File: src/rtl/vram_tile_write_ctrl_if.sv
// MCU pixel-pair write channel (valid/ready) into the VRAM tile write controller.
interface vram_tile_write_ctrl_if #(
  parameter int ADDR_W = 15,
  parameter int DATA_W = 16
);
  logic              wr_valid;
  logic              wr_ready;
  logic [ADDR_W-1:0] wr_addr;
  logic [DATA_W-1:0] wr_data;

  modport master (output wr_valid, output wr_addr, output wr_data, input wr_ready);
  modport slave  (input wr_valid, input wr_addr, input wr_data, output wr_ready);
endinterface

File: src/rtl/vram_tile_write_ctrl.sv
// VRAM tile memory write-port owner: MCU write FIFO drained during vblank,
// plus a full-memory fill engine.
// Optional macro VRAM_TILE_WRITE_VBLANK_GATE_EN: when defined, pops and fill
// writes only happen while vblank is high; otherwise they run at full rate.
module vram_tile_write_ctrl #(
  parameter int ADDR_W     = 15,
  parameter int DATA_W     = 16,
  parameter int FIFO_DEPTH = 8
) (
  input  logic                          clk,
  input  logic                          rst_n,
  input  logic                          vblank,
  vram_tile_write_ctrl_if.slave         wr,
  input  logic                          fill_start,
  input  logic [DATA_W-1:0]             fill_value,
  output logic                          fill_busy,
  output logic                          fill_done,
  output logic [$clog2(FIFO_DEPTH):0]   fifo_level,
  output logic                          mem_write_enable,
  output logic [ADDR_W-1:0]             mem_write_addr,
  output logic [DATA_W-1:0]             mem_write_data
);
  localparam int PTR_W = $clog2(FIFO_DEPTH);
  localparam int LVL_W = PTR_W + 1;

  typedef enum logic [1:0] {IDLE, DRAIN, FILL} state_t;
  typedef struct packed {
    logic [ADDR_W-1:0] addr;
    logic [DATA_W-1:0] data;
  } wr_req_t;

  state_t            state_q, state_d;
  wr_req_t           fifo_mem [FIFO_DEPTH];
  logic [PTR_W-1:0]  rd_ptr, wr_ptr;
  logic [LVL_W-1:0]  level_q, level_d;
  logic [ADDR_W-1:0] fill_cnt;
  logic [DATA_W-1:0] fill_val_q;
  logic              fill_pending_q, fill_busy_q, fill_last_q, fill_done_q;
  logic              wr_ready_q, wr_ready_d;
  logic              gate, push, pop, fill_acc, fill_issue, fill_last;

`ifdef VRAM_TILE_WRITE_VBLANK_GATE_EN
  assign gate = vblank;
`else
  logic vblank_unused;
  assign vblank_unused = vblank;
  assign gate = 1'b1;
`endif

  assign push     = wr.wr_valid & wr_ready_q;
  assign fill_acc = fill_start & ~fill_busy_q;
  assign level_d  = level_q + LVL_W'(push) - LVL_W'(pop);

  // State register
  always_ff @(posedge clk or negedge rst_n) begin
    if (!rst_n) state_q <= IDLE;
    else        state_q <= state_d;
  end

  // Next state: a fill only starts once every previously queued MCU write has drained
  always_comb begin
    state_d = state_q;
    case (state_q)
      IDLE: begin
        if (fill_acc && level_q == '0) state_d = FILL;
        else if (level_q != '0)        state_d = DRAIN;
      end
      DRAIN: begin
        if (level_q == '0) state_d = (fill_pending_q || fill_acc) ? FILL : IDLE;
      end
      FILL: begin
        if (fill_last) state_d = IDLE;
      end
      default: state_d = IDLE;
    endcase
  end

  // FSM outputs; ready stays low through the final fill write cycle
  always_comb begin
    pop        = (state_q == DRAIN) && (level_q != '0) && gate;
    fill_issue = (state_q == FILL) && gate;
    fill_last  = fill_issue && (&fill_cnt);
    wr_ready_d = (level_d != LVL_W'(FIFO_DEPTH)) && (state_d != FILL) && !fill_last;
  end

  // FIFO storage (data needs no reset; validity is tracked by level)
  always_ff @(posedge clk) begin
    if (push) fifo_mem[wr_ptr] <= '{addr: wr.wr_addr, data: wr.wr_data};
  end

  // FIFO pointers, occupancy and registered ready
  always_ff @(posedge clk or negedge rst_n) begin
    if (!rst_n) begin
      rd_ptr     <= '0;
      wr_ptr     <= '0;
      level_q    <= '0;
      wr_ready_q <= 1'b0;
    end else begin
      if (push) wr_ptr <= wr_ptr + 1'b1;
      if (pop)  rd_ptr <= rd_ptr + 1'b1;
      level_q    <= level_d;
      wr_ready_q <= wr_ready_d;
    end
  end

  // Fill engine: value capture, pending latch, address counter, busy/done
  always_ff @(posedge clk or negedge rst_n) begin
    if (!rst_n) begin
      fill_val_q     <= '0;
      fill_pending_q <= 1'b0;
      fill_busy_q    <= 1'b0;
      fill_last_q    <= 1'b0;
      fill_done_q    <= 1'b0;
      fill_cnt       <= '0;
    end else begin
      if (fill_acc) fill_val_q <= fill_value;
      fill_pending_q <= (state_d == FILL) ? 1'b0 : (fill_pending_q | fill_acc);
      if (fill_acc)         fill_busy_q <= 1'b1;
      else if (fill_last_q) fill_busy_q <= 1'b0;
      if (fill_issue) fill_cnt <= fill_cnt + 1'b1;
      fill_last_q <= fill_last;
      fill_done_q <= fill_last_q;
    end
  end

  // Registered memory write port; addr/data hold while enable is low
  always_ff @(posedge clk or negedge rst_n) begin
    if (!rst_n) begin
      mem_write_enable <= 1'b0;
      mem_write_addr   <= '0;
      mem_write_data   <= '0;
    end else begin
      mem_write_enable <= pop | fill_issue;
      if (pop) begin
        mem_write_addr <= fifo_mem[rd_ptr].addr;
        mem_write_data <= fifo_mem[rd_ptr].data;
      end else if (fill_issue) begin
        mem_write_addr <= fill_cnt;
        mem_write_data <= fill_val_q;
      end
    end
  end

  assign wr.wr_ready = wr_ready_q;
  assign fill_busy   = fill_busy_q;
  assign fill_done   = fill_done_q;
  assign fifo_level  = level_q;
endmodule

File: src/flat_wrapper.sv
// flat-port wrapper written by rule: the top's interface ports become plain ports
module vram_tile_write_ctrl_flat 
#(
  parameter int ADDR_W     = 15,
  parameter int DATA_W     = 16,
  parameter int FIFO_DEPTH = 8
)
  (clk, rst_n, vblank, fill_start, fill_value, fill_busy, fill_done, fifo_level, mem_write_enable, mem_write_addr, mem_write_data, wr_wr_valid, wr_wr_addr, wr_wr_data, wr_wr_ready);
  vram_tile_write_ctrl_if #(.ADDR_W(ADDR_W), .DATA_W(DATA_W)) wr_i ();
  input  logic clk;
  input  logic rst_n;
  input  logic vblank;
  input  logic fill_start;
  input  logic [DATA_W-1:0] fill_value;
  output logic fill_busy;
  output logic fill_done;
  output logic [$clog2(FIFO_DEPTH):0] fifo_level;
  output logic mem_write_enable;
  output logic [ADDR_W-1:0] mem_write_addr;
  output logic [DATA_W-1:0] mem_write_data;
  input wire logic [$bits(wr_i.wr_valid)-1:0] wr_wr_valid;
  input wire logic [$bits(wr_i.wr_addr)-1:0] wr_wr_addr;
  input wire logic [$bits(wr_i.wr_data)-1:0] wr_wr_data;
  output wire logic [$bits(wr_i.wr_ready)-1:0] wr_wr_ready;
  assign wr_i.wr_valid = wr_wr_valid;
  assign wr_i.wr_addr = wr_wr_addr;
  assign wr_i.wr_data = wr_wr_data;
  assign wr_wr_ready = wr_i.wr_ready;
  vram_tile_write_ctrl #(.ADDR_W(ADDR_W), .DATA_W(DATA_W), .FIFO_DEPTH(FIFO_DEPTH)) u_core (.clk(clk), .rst_n(rst_n), .vblank(vblank), .wr(wr_i), .fill_start(fill_start), .fill_value(fill_value), .fill_busy(fill_busy), .fill_done(fill_done), .fifo_level(fifo_level), .mem_write_enable(mem_write_enable), .mem_write_addr(mem_write_addr), .mem_write_data(mem_write_data));
endmodule
File: config.mk
export PLATFORM = sky130hd
export DESIGN_NAME = vram_tile_write_ctrl_flat
export DESIGN_NICKNAME = d
export VERILOG_FILES = /design/src/rtl/vram_tile_write_ctrl_if.sv /design/src/rtl/vram_tile_write_ctrl.sv /design/src/flat_wrapper.sv
export SDC_FILE = /design/constraint.sdc
export NUM_CORES = 1
export LEC_CHECK = 0
export ABC_AREA = 1
export ABC_CLOCK_PERIOD_IN_PS = 3150
export BUFFER_PORTS_ARGS = -buffer_cell sky130_fd_sc_hd__buf_2
export CORE_MARGIN = 2
export CORE_UTILIZATION = 30
export DETAILED_ROUTE_END_ITERATION = 16
export PLACE_DENSITY = 0.47
export SLEW_MARGIN = 20
export SYNTH_ARGS = -nofsm -noshare
export SYNTH_HDL_FRONTEND = slang
export SYNTH_SLANG_ARGS = --single-unit
File: constraint.sdc
create_clock -name clk -period 3.15 [get_ports clk]
set_input_delay 0.315 -clock clk [delete_from_list [all_inputs] [get_ports clk]]
set_output_delay 0.315 -clock clk [all_outputs]
set_load 0.1 [all_outputs]
==> results of run 1 <==
## power by group
group | total (mW) | internal (mW) | switching [mW]
registers | 4.66 | 4.66 | 0
logic | 0.0933 | 0.0251 | 0.0682
clock network | 4.06 | 2.38 | 1.68
total | 8.81 | 7.06 | 1.74
## timing repair
action	4_1_cts	5_1_grt
hold buffers	1	0
gates resized for setup	0	0
hold endpoints to repair	63	0
## layout make-up
class | count | area [um2]
Inverter | 89 | 334.1
Tap cell | 592 | 740.7
Timing Repair Buffer | 114 | 700.7
Sequential cell | 328 | 9459
Fill cell | 4388 | 28570
Clock buffer | 49 | 958.4
Antenna cell | 1 | 2.502
Multi-Input combinational cell | 782 | 3496
Clock inverter | 15 | 155.1
## cells by family after synthesis
logic type | synth area share [%]
AND/OR/NAND/NOR | 18.50
flip-flops | 69.77
buffers and inverters | 4.878
AO/OA/AOI/OAI | 5.063
XOR/XNOR | 0.9054
adder cells (fa/ha/maj) | 0.8870
## registers in the layout (all words and copies together) (netlist names), 2 cells and up
name / cells
u_core.mem_write_data: 16
u_core.state_q: 2
u_core.mem_write_addr: 15
u_core.fill_val_q: 16
u_core.fill_cnt: 15
u_core.fifo_mem: 248
u_core.rd_ptr: 3
u_core.fifo_level: 4
u_core.wr_ptr: 3
## worst max-delay path: cells and delay by family, from the launching register on
kind	cells	cell delay [ns]
and+or+nand+nor	7	0.79
buffers and inverters	5	0.27
DFF	1	0.40
adders and majority gates	4	1.03
## per-stage QoR
stage / hold slack [ns] / std cells / cell area, um2 / setup TNS, ns
after floorplan: 0.01941 / 1262 / 13550 / -3.033
after global placement: 0.3802 / 1904 / 14720 / 0
after detailed placement: 0.3837 / 1904 / 14720 / 0
after CTS: 0.02130 / 1969 / 15840 / 0
after global routing: 0.04646 / 1969 / 15840 / 0
final: 0.04320 / 1970 / 15850 / 0
## layout by cell type (no fill, tap or decap), types with 26 or more instances in the layout
master / instances
nor2_1: 272
dfrtp_1: 74
buf_2: 88
edfxtp_1: 248
inv_1: 86
o21ai_1: 26
nand3_1: 110
nand2_1: 217
clkbuf_16: 35
o21ai_0: 93
## how the worst max path moves through the flow
stage                              start               endpoint  slack (ns)  depth (start not counted)
global placement    u_core.fifo_level[2]     u_core.wr.wr_ready        0.59                         16
finish              u_core.fifo_level[2]     u_core.wr.wr_ready        0.57                         16
detailed placement  u_core.fifo_level[2]     u_core.wr.wr_ready        0.57                         16
CTS                 u_core.fifo_level[2]     u_core.wr.wr_ready        0.55                         16
floorplan             u_core.wr.wr_ready  u_core.fifo_mem[0][0]       -0.02                          3
global route        u_core.fifo_level[2]     u_core.wr.wr_ready        0.34                         16
## metal layers
layer  share of wire [%]  wire, um  up-vias
met4                 1.8       601       16
met3                 5.3      1795       59
li1                    -         -     4379
met2                  46     15480      163
met1                  47     15990     4178
met5                0.33       113        -
==> summary.md, run 1 <==
| Metric | Value |
|---|---|
| Proportion of register bits with asynchronous set or reset after synthesis | `24.39%` |
| DIE HEIGHT | `around 220 um` |
| Leakage | `between 6 and 7 nW` |
| Cell accounting for the most synthesized area | `edfxtp_1` |
| Wire length of the first global-routing pass | `between 50 and 60 mm` |
| Met3 Use GR | `3.537%` |
| Reg-to-reg critical path startpoint | `u_core.fifo_level[2]` |
| RePlAce Congestion | `between 0.7 and 0.8` |
| Post-synthesis cell count | `1262` |
| Yosys reg bits | `328` |
| DRT antenna net count | `0` |
| DR DRC count | `0` |
| Startpoint type of the worst setup path | `flip-flop` |
| Total global routing overflow | `0` |
| Effective utilization at floorplan | `between 30% and 40%` |
| Fin. Hold Viols | `0` |
| Post-synth design cell area | `about 0.014 mm2` |
| Met1 Usage GRT | `approximately 20%` |
| Final clock skew | `0.01553 ns` |
| Actual slew at the worst max-slew pin | `about 0.89 ns` |
| Final setup violation count | `0` |
| Maximum fanout along the worst path | `2` |
| Final clock period utilization by the worst path | `~82%` |
| Worst R2R Setup Slack | `about 0.57 ns` |
| Seq/Total Area, Yosys | `69.77%` |
| Worst slack, placed | `approximately 0.57 ns` |
| IO Port Bufs | `a little under 90` |
| Max-slew violations | `0` |
| Most instantiated library cell after synthesis | `nor2_1` |
| Delay contributed by the slowest stage of the critical path | `around 0.47 ns` |
| Critical Path RT | `between 3 and 4 ns` |
| Antenna violations before repair | `9` |
| Total number of vias | `around 9000` |
| WS Path Type | `flip-flop to flip-flop` |
| Fin nets | `1411` |
| H-tree Lvls | `2` |
| Cell type of the slowest stage on the worst timing path | `fa_1` |
| Maximum vdd ir drop | `approximately 0.00040 V` |
| Final routed wirelength across all metal layers | `around 34 mm` |
| All-Layer GR Usage | `between 10 and 15%` |
| F_max | `approximately 390 MHz` |
| Ratio of cells with drive above 1 in the final layout | `between 10% and 20%` |
| DRT iter0 DRCs | `between 500 and 600` |
| Cells along the critical path | `inv_1 -> ha_1 -> nand3_1 -> nand2_2 -> inv_2 -> ha_1 -> inv_1 -> ha_1 -> inv_1 -> fa_1 -> inv_1 -> or2_2 -> nor2_1 -> nand3_1 -> nand2_1 -> nor2_1` |
| Post-DR vias/cell | `approximately 4.5` |
| GRT Max-Usage Layer | `met2` |
| Core Footprint | `roughly 0.044 mm2` |
| CTS Buf Count | `35` |
| TritonCTS clock tree | `built` |
| Min Clock Period, post-route | `approximately 2.6 ns` |
| Row Count | `77` |
| Max-cap violations | `0` |
| Chip width | `around 220 um` |
| Top post-synthesis cells by area | `edfxtp_1 (55%), dfrtp_1 (15%), nor2_1 (7.8%)` |
| Post-synth top flop | `edfxtp_1` |
| Setup repair after global routing missed its margin | `no` |
| Remaining max-slew budget at the tightest pin | `40.58%` |
| Number of cells on the worst reg-to-reg path | `16` |
| Pin count of the biggest net entering global routing | `71` |
| Unique cell type count in the Yosys netlist | `27` |
| Design Power | `8.806 mW` |
| Area Growth Syn to Fin | `17.01%` |
| Proportion of netlist area held by the largest area contributor | `54.99%` |
| I/O pins | `just over 90` |
| Pre-Repair DR Iteration Count | `4` |
| CP Data Arrival Time | `~3.0 ns` |
| Clock-pin slew of the registers on the worst-case setup and hold paths | `roughly 0.060 ns` |
| Number of enable-type register cells in the synthesized netlist | `between 200 and 250` |
| Worst-case clock buffer depth | `3` |
| Met2 Resource Use GR | `around a quarter` |
| Synthesized net count | `about 1300` |
| Worst R2R End | `u_core.wr.wr_ready` |
| Power per unit of standard cell area | `roughly 560 mW/mm2` |
| Setup slack of the critical path after layout | `0.5670 ns` |
| Post-CTS setup buffer count | `0` |
| Worst hold-check path type | `input pin to flip-flop` |
| Overall die area | `between 0.04 and 0.05 mm2` |
| Cell mode on critical path | `inv_1` |
| Source of the worst hold timing path | `fill_value[14]` |
| Via count of the first global-routing pass | `8608` |
| Final HPWL from detailed placement | `19.12 mm` |
| Number of cells on the worst hold path | `3` |
| Setup crit end kind | `flip-flop` |
| Cell types with the highest counts after synthesis | `nor2_1 (280), edfxtp_1 (248), nand2_1 (218)` |
| Routed len/inst | `approximately 17 um` |
| CTS root buffer | `clkbuf_16` |
| Syn_area_per_cell | `10.73 um2` |
| Insertion delay to the later sink of the worst-skew pair | `between 0.5 and 0.6 ns` |
| Hold Crit Endpoint | `u_core.fill_val_q[14]` |
| Clock sinks | `around 330` |
| Synthesis Warnings | `0` |
| Outcome | `finished clean` |
| Final design utilization | `a little over a third` |
No activity file was read; power rests on OpenSTA's default activity.
==> run 2, diff against run 1 <==
- ABC_CLOCK_PERIOD_IN_PS: 3150 -> 2250
- PLACE_DENSITY: 0.47 -> 0.49
- clock period: 3.15 -> 2.25 ns (I/O delays scaled with it)
==> run 2 against run 1 <==
  * Sequential power increased by 40%
  * The flow now finishes with violations (negative setup slack)
  * Final area grew 5.7%
  * Register-to-register slack worse by 0.77 ns
  * Critical endpoint unchanged
  * Clock skew decreased by 0.0014 ns
  * Routed wire length barely moved
  * Core utilization grew 2.0 points
  * First-iteration DRC count grew 27%
  * Die area unchanged
==> summary.md, run 2 (synthesis results as in run 1) <==
| Metric | Value |
|---|---|
| Clock sinks | `about 330` |
| Internal power | `10.21 mW` |
| Worst hold-check path type | `input pin to flip-flop` |
| Outcome | `finished, violations left` |
| Register share of total power | `between 50% and 60%` |
| Final clock period utilization by the worst path | `108.8%` |
| Ratio of cells with drive above 1 in the final layout | `14.74%` |
| I/O pins | `approximately 90` |
| Clock-pin slew of the registers on the worst-case setup and hold paths | `0.06 ns` |
| Overall die area | `0.04686 mm2` |
| DR DRC count | `0` |
| Startpoint type of the worst setup path | `flip-flop` |
| DRT iter0 DRCs | `721` |
| Logic gate share of total power | `1.6%` |
| Setup repair after global routing missed its margin | `yes` |
| Setup slack of the critical path after layout | `-0.1984 ns` |
| Final routed wirelength across all metal layers | `between 30 and 40 mm` |
| Critical Path RT | `about 2.7 ns` |
| Via count of the first global-routing pass | `around 8700` |
| Min Clock Period, post-route | `approximately 2.4 ns` |
| Violations in the final reports | `negative setup slack` |
| DRT antenna net count | `0` |
| Final HPWL from detailed placement | `19.13 mm` |
| CTS Buf Count | `36` |
| RePlAce Congestion | `~0.8` |
| Max-cap violations | `0` |
| Pre-Repair DR Iteration Count | `5` |
| Cells along the critical path | `inv_4 -> ha_4 -> nand3_4 -> nand2_4 -> inv_4 -> ha_4 -> inv_2 -> ha_4 -> inv_2 -> fa_1 -> inv_2 -> or2_4 -> nor2_2 -> nand3_1 -> nand2_1 -> nor2_1` |
| Row Count | `77` |
| Clock network fraction of total power | `between 40% and 50%` |
| Worst-case clock buffer depth | `3` |
| Effective utilization at floorplan | `30.49%` |
| Delay contributed by the slowest stage of the critical path | `roughly 0.51 ns` |
| Core Footprint | `about 0.044 mm2` |
| Post-DR vias/cell | `4.409` |
| Insertion delay to the later sink of the worst-skew pair | `around 0.52 ns` |
| Max-slew violations | `0` |
| Max FFs per register | `around 250` |
| Final setup violation count | `1` |
| Total global routing overflow | `0` |
| Cell count after placement | `1913` |
| Cell type of the slowest stage on the worst timing path | `fa_1` |
| Power per unit of standard cell area | `755.1 mW/mm2` |
| Routed len/inst | `16.75 um` |
| Placed cell area | `around 0.015 mm2` |
| Net switching share of the total power | `about a fifth` |
| Fin nets | `between 1000 and 1500` |
| All-Layer GR Usage | `between 10% and 20%` |
| Maximum vdd ir drop | `approximately 0.00052 V` |
| Wire length of the first global-routing pass | `~52 mm` |
| Area Growth Syn to Fin | `23.68%` |
| Antenna violations before repair | `4` |
| Finished layout cell area | `approximately 0.017 mm2` |
| Maximum fanout along the worst path | `2` |
| Setup crit end kind | `flip-flop` |
| Setup Total Neg Slack | `-0.1984 ns` |
| CP Data Arrival Time | `roughly 2.9 ns` |
| Switching pwr | `roughly 2.4 mW` |
| Leakage | `between 6 and 7 nW` |
| Final clock skew | `0.01410 ns` |
| Fin. Hold Viols | `0` |
| CTS root buffer | `clkbuf_16` |
| Design Power | `~13 mW` |
| Remaining max-slew budget at the tightest pin | `between 60% and 70%` |
| Total number of vias | `8951` |
| Actual slew at the worst max-slew pin | `approximately 0.56 ns` |
| F_max | `between 400 and 500 MHz` |
| IO Port Bufs | `about 90` |
| Non-filler instance count after layout | `2030` |
| Pin count of the biggest net entering global routing | `93` |
| Most common library cell in the layout ignoring fill and taps | `nor2_1` |
| Largest registers ranked by flip-flop count | `u_core.fifo_mem x248, u_core.fill_val_q x16, u_core.mem_write_data x16` |
| TritonCTS clock tree | `built` |
| Chip width | `roughly 220 um` |
| Smallest hold slack | `between 0.01 and 0.015 ns` |
| Antenna cells | `0` |
| WS Path Type | `flip-flop to flip-flop` |
| Worst R2R Setup Slack | `-0.20 ns` |
| H-tree Lvls | `2` |
| Largest register by flop count | `u_core.fifo_mem` |
| Number of cells on the worst reg-to-reg path | `16` |
| DIE HEIGHT | `between 200 and 250 um` |
| Number of cells on the worst hold path | `1` |
| Commonest cells after routing, fill and taps aside | `nor2_1 (271), edfxtp_1 (248), nand2_1 (217), nand3_1 (109), o21ai_0 (93)` |
## run 2: cell count changes in the layout (fill, tap and decap cells not counted), moves of 3 or more
cell	previous run	this run
buf_12	5	18
clkbuf_1	11	5
clkbuf_16	35	38
dfrtp_2	5	1
dfrtp_4	1	5
dlygate4sd3_1	1	48
ha_1	8	5
ha_4	0	3
inv_1	86	81
inv_4	0	3
inv_6	3	0
## run 2: worst paths after layout
path,from,end
max in group asynchronous,rst_n,u_core.rd_ptr[0]
min,wr_wr_data[9],u_core.fifo_mem[0][9]
max,u_core.fifo_level[2],u_core.wr.wr_ready
min reg2reg,u_core.fill_last_q,u_core.fill_done
min in group asynchronous,rst_n,u_core.fill_cnt[14]
max reg2reg,u_core.fifo_level[2],u_core.wr.wr_ready
## run 2: area by class of cell
type / instances / area (um2)
tap: 592 / 740.7
clock buffer: 45 / 997.2
multi-input combinational: 782 / 3556
clock inverter: 18 / 198.9
inverter: 89 / 341.6
sequential: 328 / 9469
timing repair buffer: 176 / 1446
fill: 4304 / 27660
## run 2: power by group through the flow
stage	clock, mW	sequential [mW]	combinational (mW)
CTS	6.07	6.52	0.207
floorplan	0	6.65	0.000154
global placement	0	6.64	0.130
detailed placement	0	6.64	0.136
global route	6.31	6.51	0.225
finish	5.93	6.52	0.200
## run 2: metrics by stage
step | setup WS, ns | utilization (%)
floorplan | -0.4923 | -
global placement | -0.2212 | 33.82
detailed placement | -0.2330 | 33.82
CTS | -0.2296 | 37.67
global route | -0.2889 | 37.71
finish | -0.1984 | 37.71
## run 2: routing by layer
metal / routed length [um] / vias to the layer above / global-route usage (%)
li1: - / 4497 / -
met1: 16430 / 4202 / 20.87
met2: 15280 / 193 / 22.77
met3: 1661 / 51 / 2.849
met4: 570 / 8 / 3.584
met5: 52 / - / 0
## run 2: repair_timing
| item | in CTS | in global routing |
|---|---|---|
| hold buffers | 48 | 0 |
| hold endpoints to repair | 337 | 0 |
| setup endpoints to repair | 1 | 1 |
| resized for setup | 2 | 2 |
| pin swaps | 5 | 4 |
| setup buffers | 4 | 2 |
## run 2: worst max-delay path: cells and delay by family, from the launching register on
kind,cells,cell delay (ns)
fa+ha+maj,4,0.97
simple gates,7,0.63
flops,1,0.48
buf+inv,5,0.25
==> run 3, diff against run 2 <==
- SKIP_CTS_REPAIR_TIMING: default -> 1
- SKIP_LAST_GASP: default -> 1
==> run 3 against run 2 <==
  * The flow finishes with violations (negative hold slack, negative setup slack)
  * Register-to-register slack worse by 0.04 ns
  * Sequential share of layout area up 0.66 points
  * Clock skew down 0.0016 ns
  * Critical path type unchanged
==> summary.md, run 3 (synthesis results as in run 1) <==
| Metric | Value |
|---|---|
| Final routed wirelength across all metal layers | `between 30 and 40 mm` |
| Area Growth Syn to Fin | `22.26%` |
| Startpoint type of the worst setup path | `flip-flop` |
| Max-slew violations | `0` |
| Worst-case clock buffer depth | `3` |
| Switching pwr | `~2.4 mW` |
| Clock-pin slew of the registers on the worst-case setup and hold paths | `~0.060 ns` |
| WS Path Type | `flip-flop to flip-flop` |
| Clock network fraction of total power | `a little under half` |
| Logic gate share of total power | `~1.4%` |
| Via count of the first global-routing pass | `between 8000 and 9000` |
| Count of buffer and inverter cells on the critical path | `5` |
| F_max | `just over 400 MHz` |
| TritonCTS clock tree | `built` |
| Max FFs per register | `between 200 and 250` |
| Pre-Repair DR Iteration Count | `5` |
| Ratio of cells with drive above 1 in the final layout | `between 10 and 15%` |
| Design Power | `around 13 mW` |
| Register share of total power | `between 50% and 60%` |
| Setup Total Neg Slack | `-0.2339 ns` |
| Most common library cell in the layout ignoring fill and taps | `nor2_1` |
| Setup repair after global routing missed its margin | `yes` |
| Power per unit of standard cell area | `around 760 mW/mm2` |
| Cells along the critical path | `inv_4 -> ha_4 -> nand3_4 -> nand2_4 -> inv_4 -> ha_4 -> inv_2 -> ha_4 -> inv_2 -> fa_1 -> inv_1 -> or2_4 -> nor2_2 -> nand3_1 -> nand2_1 -> nor2_1` |
| Non-filler instance count after layout | `~2000` |
| Total number of vias | `just under 9000` |
| CTS Buf Count | `36` |
| DRT antenna net count | `0` |
| Commonest cells after routing, fill and taps aside | `nor2_1 (271), edfxtp_1 (248), nand2_1 (217), nand3_1 (109), o21ai_0 (93)` |
| All-Layer GR Usage | `roughly 15%` |
| Min Clock Period, post-route | `2.484 ns` |
| Final clock skew | `0.01250 ns` |
| Pin count of the biggest net entering global routing | `between 90 and 100` |
| Max-cap violations | `0` |
| Source of the worst hold timing path | `fill_value[3]` |
| Setup crit end kind | `flip-flop` |
| Maximum fanout along the worst path | `2` |
| Fin nets | `1454` |
| Critical Path RT | `2.65 ns` |
| Cell count after placement | `1913` |
| Setup slack of the critical path after layout | `-0.2339 ns` |
| Wire length of the first global-routing pass | `51.85 mm` |
| DIE HEIGHT | `216.5 um` |
| Worst slack, placed | `-0.2330 ns` |
| Cell type of the slowest stage on the worst timing path | `fa_1` |
| Smallest hold slack | `-0.03224 ns` |
| Chip width | `~220 um` |
| Remaining max-slew budget at the tightest pin | `63.83%` |
| Total global routing overflow | `0` |
| Worst hold-check path type | `input pin to flip-flop` |
| Delay contributed by the slowest stage of the critical path | `0.50 ns` |
| Outcome | `finished, violations left` |
| Count of filler cells inserted in the layout | `roughly 4300` |
| Cell mode on critical path | `ha_4` |
| Effective utilization at floorplan | `30.49%` |
| Source of the critical timing path | `u_core.fifo_level[2]` |
| Antenna cells | `0` |
| Internal power | `10.19 mW` |
| DRT iter0 DRCs | `around 720` |
| Core Footprint | `about 0.044 mm2` |
| Post-DR vias/cell | `about 4.4` |
| IO Port Bufs | `89` |
| Routed len/inst | `between 15 and 20 um` |
| I/O pins | `just over 90` |
| Actual slew at the worst max-slew pin | `around 0.54 ns` |
| DR DRC count | `0` |
| Largest registers ranked by flip-flop count | `u_core.fifo_mem x248, u_core.fill_val_q x16, u_core.mem_write_data x16` |
| Fin. Hold Viols | `40` |
| Antenna violations before repair | `5` |
| H-tree Lvls | `2` |
| CTS root buffer | `clkbuf_16` |
| Final setup violation count | `1` |
| Maximum vdd ir drop | `0.0005138 V` |
| Final HPWL from detailed placement | `roughly 19 mm` |
| Reg-to-reg critical path startpoint | `u_core.fifo_level[2]` |
| Final clock period utilization by the worst path | `110.4%` |
| Overall die area | `around 0.047 mm2` |
| RePlAce Congestion | `around 0.81` |
| Largest register by flop count | `u_core.fifo_mem` |
| Leakage | `~6.5 nW` |
| Kind of cell with the highest combined delay on the critical path | `adder cells` |
| Net switching share of the total power | `between 10% and 20%` |
| Row Count | `77` |
| CP Data Arrival Time | `between 2 and 3 ns` |
| Insertion delay to the later sink of the worst-skew pair | `between 0.5 and 0.6 ns` |
| Clock sinks | `328` |
| Violations in the final reports | `negative hold slack, negative setup slack` |
run 3: cell count changes in the layout (fill, tap and decap cells not counted):
| cell | change |
|---|---|
| buf_4 | -3 |
| inv_1 | +1 |
| inv_2 | -1 |
| dlygate4sd3_1 | -17 |
run 3: worst paths after layout:
check	end	slack [ns]	cells after the start
max reg2reg	u_core.wr.wr_ready	-0.23	16
max	u_core.wr.wr_ready	-0.23	16
min	u_core.fill_val_q[3]	-0.03	3
max in group asynchronous	u_core.rd_ptr[0]	1.46	3
min in group asynchronous	u_core.fill_cnt[14]	0.14	2
min reg2reg	u_core.fill_done	0.38	0
run 3: cell type report:
cell class	count	area, um2	area share [%]
Timing Repair Buffer	156	1254	7.572
Clock buffer	45	997.2	6.023
Inverter	89	341.6	2.063
Tap cell	592	740.7	4.474
Multi-Input combinational cell	782	3556	21.48
Clock inverter	18	198.9	1.202
Sequential cell	328	9469	57.19
run 3: per-stage QoR:
step | utilization [%] | cell area [um2]
after floorplan | - | 13670
after detailed placement | 33.82 | 15020
after global placement | 33.82 | 15020
final | 37.28 | 16560
after global routing | 37.28 | 16560
after CTS | 36.51 | 16220
run 3: routing by layer:
layer | GRT usage (%) | share of wire [%]
met2 | 22.55 | 44
met5 | 0 | 0.17
met4 | 3.425 | 1.7
met3 | 3.326 | 4.6
met1 | 20.60 | 49
run 3: power by group through the flow:
| stage | Sequential, mW | Combinational [mW] | Clock [mW] |
|---|---|---|---|
| after global placement | 6.64 | 0.130 | 0 |
| after detailed placement | 6.64 | 0.136 | 0 |
| after global routing | 6.51 | 0.199 | 6.31 |
| after floorplan | 6.65 | 0.000154 | 0 |
| after CTS | 6.52 | 0.136 | 6.07 |
| final | 6.52 | 0.177 | 5.92 |
run 3: worst min-delay path: cells and delay by family:
family / cells / cell delay (ns)
AO/OA/AOI/OAI: 1 / 0.11
buffers and inverters: 1 / 0.07
AND/OR/NAND/NOR: 1 / 0.03
